--- config.mk ---
export PLATFORM = sky130hd
export DESIGN_NAME = run_sequencer
export DESIGN_NICKNAME = d
export VERILOG_FILES = /design/src/rtl/run_sequencer.sv
export SDC_FILE = /design/constraint.sdc
export NUM_CORES = 1
export LEC_CHECK = 0
export ABC_AREA = 1
export BUFFER_PORTS_ARGS = -buffer_cell sky130_fd_sc_hd__buf_2
export CAP_MARGIN = 15
export CORE_AREA = 2 2 74 69
export DETAILED_ROUTE_END_ITERATION = 6
export DIE_AREA = 0 0 76 71
export PLACE_DENSITY = 0.76
export SETUP_SLACK_MARGIN = 0.02
export SLEW_MARGIN = 20
export SYNTH_ARGS = -nofsm -noshare
export SYNTH_HDL_FRONTEND = slang
export SYNTH_SLANG_ARGS = --single-unit
--- constraint.sdc ---
create_clock -name clk -period 1.5 [get_ports clk]
set_input_delay 0.075 -clock clk [delete_from_list [all_inputs] [get_ports clk]]
set_output_delay 0.075 -clock clk [all_outputs]
set_load 0.05 [all_outputs]
--- src/rtl/run_sequencer.sv ---
// Run-level sequencer: core reset/PC enable, watchdog, cycle counter
// and ownership mux for the single dat_mem port.
module run_sequencer #(
    parameter int D          = 10,
    parameter int DONE_PC    = 381,
    parameter int CW         = 16,
    parameter int MAX_CYCLES = 60000
) (
    input  logic          clk,
    input  logic          reset,
    input  logic          start,
    input  logic          host_req,
    input  logic          host_we,
    input  logic [7:0]    host_addr,
    input  logic [7:0]    host_wdata,
    output logic          host_gnt,
    input  logic [D-1:0]  prog_ctr,
    input  logic          core_wr_en,
    input  logic          core_rd_en,
    input  logic [7:0]    core_addr,
    input  logic [7:0]    core_wdata,
    output logic          mem_wr_en,
    output logic          mem_rd_en,
    output logic [7:0]    mem_addr,
    output logic [7:0]    mem_wdata,
    output logic          pc_en,
    output logic          core_rst,
    output logic          busy,
    output logic          done,
    output logic          timeout,
    output logic [CW-1:0] cycle_count
);

    typedef enum logic [1:0] {
        IDLE  = 2'd0,
        RUN   = 2'd1,
        DRAIN = 2'd2,
        DONE  = 2'd3
    } state_t;

    localparam logic [D-1:0]  END_PC  = D'(DONE_PC);
    localparam logic [CW-1:0] WD_LAST = CW'(MAX_CYCLES - 1);
    localparam logic [CW-1:0] CNT_MAX = '1;

    state_t state;
    logic   host_own;
    logic   core_own;

    // Run-level state machine with registered control outputs
    always_ff @(posedge clk or negedge reset) begin
        if (!reset) begin
            state       <= IDLE;
            pc_en       <= 1'b0;
            core_rst    <= 1'b1;
            busy        <= 1'b0;
            done        <= 1'b0;
            timeout     <= 1'b0;
            cycle_count <= '0;
        end else begin
            unique case (state)
                IDLE: begin
                    if (start && !host_req) begin
                        state       <= RUN;
                        pc_en       <= 1'b1;
                        core_rst    <= 1'b0;
                        busy        <= 1'b1;
                        done        <= 1'b0;
                        timeout     <= 1'b0;
                        cycle_count <= '0;
                    end
                end
                RUN: begin
                    if (cycle_count != CNT_MAX)
                        cycle_count <= cycle_count + CW'(1);
                    if (prog_ctr == END_PC) begin
                        state <= DRAIN;
                        pc_en <= 1'b0;
                    end else if (cycle_count == WD_LAST) begin
                        state   <= DONE;
                        pc_en   <= 1'b0;
                        busy    <= 1'b0;
                        done    <= 1'b1;
                        timeout <= 1'b1;
                    end
                end
                DRAIN: begin
                    state <= DONE;
                    busy  <= 1'b0;
                    done  <= 1'b1;
                end
                DONE: begin
                    if (!start) begin
                        state    <= IDLE;
                        core_rst <= 1'b1;
                        done     <= 1'b0;
                        timeout  <= 1'b0;
                    end
                end
                default: begin
                    state <= IDLE;
                end
            endcase
        end
    end

    // Memory ownership; reset forces no owner so nothing reaches dat_mem
    always_comb begin
        host_own  = 1'b0;
        core_own  = 1'b0;
        mem_wr_en = 1'b0;
        mem_rd_en = 1'b0;
        mem_addr  = 8'h00;
        mem_wdata = 8'h00;
        if (reset) begin
            host_own = host_req && (state == IDLE || state == DONE);
            core_own = (state == RUN) || (state == DRAIN);
        end
        if (host_own) begin
            mem_wr_en = host_we;
            mem_rd_en = !host_we;
            mem_addr  = host_addr;
            mem_wdata = host_wdata;
        end else if (core_own) begin
            mem_wr_en = core_wr_en && (pc_en || state == DRAIN);
            mem_rd_en = core_rd_en;
            mem_addr  = core_addr;
            mem_wdata = core_wdata;
        end
    end

    assign host_gnt = host_own;

endmodule

==> impl_metrics.ini <==
[status]
status = finished, violations left
violations = negative setup slack

[timing]
fin_crit_ns = 1.71
fmax_ghz = 0.586
setup_violations = 41
hold_viol = 0
maxSlewHeadroom_pct = 76.8
rsz0062_at_grt = yes
slew_viol_final = 0
fin_ws_ns = -0.205
setup_tns_ns = -5.09
max_slew.worst_pin.slew_ns = 0.347
fin_crit_sh_pct = 114
finalClockSkew_ns = 0.00414

[worst_setup_path]
r2r-end = busy
worstSetupPathType = flip-flop to primary output
critPathMaxStageDelay_ns = 0.41
cp.required_ns = 1.42
arrival_ns = 1.63
path_cells = inv_2 -> ha_4 -> inv_4 -> nand3_4 -> inv_6 -> a32o_2 -> buf_8
start_kind = flip-flop
worstPathMaxFanout = 9
reg2reg_from = state[0]
reg2reg_slack_ns = -0.13
slowest_stage = dfrtp_1
worst_setup_path_end_kind = primary output
r2r_cells = 10

[synthesis]
synth_edf_count = 0
syn_nets = 327
ys.flop_type = dfrtp_1
synthArstFlopShare_pct = 100
ys_types = 31
synth_cells = 273
yosysMostFrequentCell = nand2_1
yosys.area.top_type = dfrtp_1
synthTopCellsByArea = dfrtp_1 (28%), nand2_1 (15%), a32o_1 (8.3%)
synth_top_area_share_pct = 28.4
ys_top_cells_by_count = nand2_1 (78), nor2_1 (32), nand3_1 (27)
netlist_area_mm2 = 0.00194
yosys_warnings = 0
ys_seq_area_share_pct = 29.7
synth_seq_cells = 23
synth_area_per_cell_um2 = 7.10

[drt]
ant_nets = 0
num_vias = 2307
post-route-drc-count = 0
routed_wl_um = 6290
first_iter_violations = 131
wl_per_cell_um = 13.9
vias_per_cell = 5.09
first_pass_iters = 4

[die]
fp.coreArea_mm2 = 0.00465
die_x_um = 76
start_util_pct = 41.7
die-area_mm2 = 0.00540
rows = 24
die_h_um = 71
io_pins = 89

[finish]
antennaDiodeCount = 0
post-route-util_pct = 64.2
fillers = 383
seq_area_um2 = 597
layout-drive-gt1-share_pct = 53.1
final_cells = 453
multiInputGateArea_mm2 = 0.00129
fin_area_mm2 = 0.00299
area_delta_synth_final_pct = 54.1
nNetsFinal = 443

[grt]
antenna_found_initial = 0
first_global_vias = 2091
grtUsageTotal_pct = 23.0
grt_start_max_net_pins = 19
grt_pass1_wl_um = 10100
overflow = 0

[cts]
cts_tree = built
cts_root_buf = clkbuf_8
cts_buffers = 3
clk_latency_ns = 0.28
path_clk_slew_ns = 0.09
clk_path_buf_depth = 2
htreeDepth = 1
cts_sinks = 23

[placement]
dp_cells = 441
dpl_worst_slack_ns = -0.0293
hpwl_um = 4310
place_congestion = 0.869
numPortBuffers = 88
placed_area_mm2 = 0.00269

[min_path]
hp-class = primary input to flip-flop
hold_end = pc_en
min_path_cells = 4
min_from = host_req

[power_and_ir_drop]
leakagePower_nw = 1.52
power.density_mw_per_mm2 = 1820
max-vdd-ir-drop_uv = 846

[run]
drv_cap = 0
-- power by group --
part	internal (mW)	switching, mW	total [mW]
logic	1.62	2.56	4.18
clock network	0.186	0.228	0.414
registers	0.767	0.0841	0.851
total	2.57	2.87	5.45
-- flip-flops by register name, summed over array words and instances, names as in the netlist --
signal	flops
busy	1
core_rst	1
cycle_count	16
done	1
pc_en	1
state	2
timeout	1
-- layout make-up --
| cell class | instances | share of cell area (%) |
|---|---|---|
| multi-input cells | 214 | 43.3 |
| well taps | 65 | 2.72 |
| repair buffers | 119 | 28.4 |
| flip-flops and latches | 23 | 20.0 |
| repair inverters | 1 | 0.293 |
| clock buffers | 3 | 1.38 |
| clock inverters | 1 | 0.168 |
| inverters | 27 | 3.81 |
-- placed cells by master (no fill, tap or decap), types with 2 or more instances in the layout --
master and count:
nor2_1 31, nor2_2 4, o21bai_1 2, nand3_1 26
nand4_1 8, buf_2 69, o21ai_2 10, inv_6 2
clkbuf_8 3, ha_4 3, buf_4 23, nand3_4 2
inv_4 3, o21ai_0 4, buf_8 3, a32o_2 16
inv_2 6, dfrtp_2 13, nand2_2 15, buf_6 20
dlygate4sd3_1 2, nand2_1 72, dfrtp_1 8, inv_1 17
o21ai_1 8, buf_12 2
-- kinds of logic (layout without fill, tap and decap cells) --
family          after synthesis  after routing  synth area share (%)
simple gates                164            164                  39.5
compound gates               44             44                  18.3
buf+inv                      36            151                  8.84
flops                        23             23                  29.7
fa+ha+maj                     5              5                  3.23
xor+xnor                      1              1                 0.452
-- per-stage QoR --
step	total power [mW]	hold slack, ns
finish	5.45	0.139
global route	5.77	0.156
CTS	5.19	0.128
detailed placement	4.31	-0.0590
global placement	4.26	-0.0567
floorplan	3.52	-0.221
-- how the worst max path moves through the flow --
stage / start / endpoint / slack [ns]
global route: state[1] / mem_addr[6] / -0.25
finish: state[1] / mem_addr[6] / -0.21
detailed placement: state[1] / cycle_count[6] / -0.03
global placement: state[0] / timeout / 0.002
floorplan: state[0] / mem_rd_en / -0.14
CTS: state[0] / mem_wdata[6] / -0.16
-- metal layers --
metal,vias up,part of all wire (%),global-route usage (%)
met4,0,2.8,8.89
met2,79,50,38.4
li1,1155,-,-
met1,1057,41,29.2
met5,-,0,0
met3,16,6.4,5.36
-- worst max-delay path, delay by kind of cell (launching register included) --
kind / cells / cell delay (ns)
fa+ha+maj: 1 / 0.22
compound gates: 1 / 0.18
simple gates: 1 / 0.10
flops: 1 / 0.41
buf+inv: 4 / 0.43
-- what timing repair did --
action | 4_1_cts | 5_1_grt
endpoints found under the setup margin | 40 | 42
hold buffers | 2 | 0
endpoints found under the hold margin | 22 | 0
gates cloned | 1 | 0
gates resized for setup | 44 | 17
buffers inserted | 3 | 2
pin swaps | 6 | 11
(Power assumes the default switching activity.)
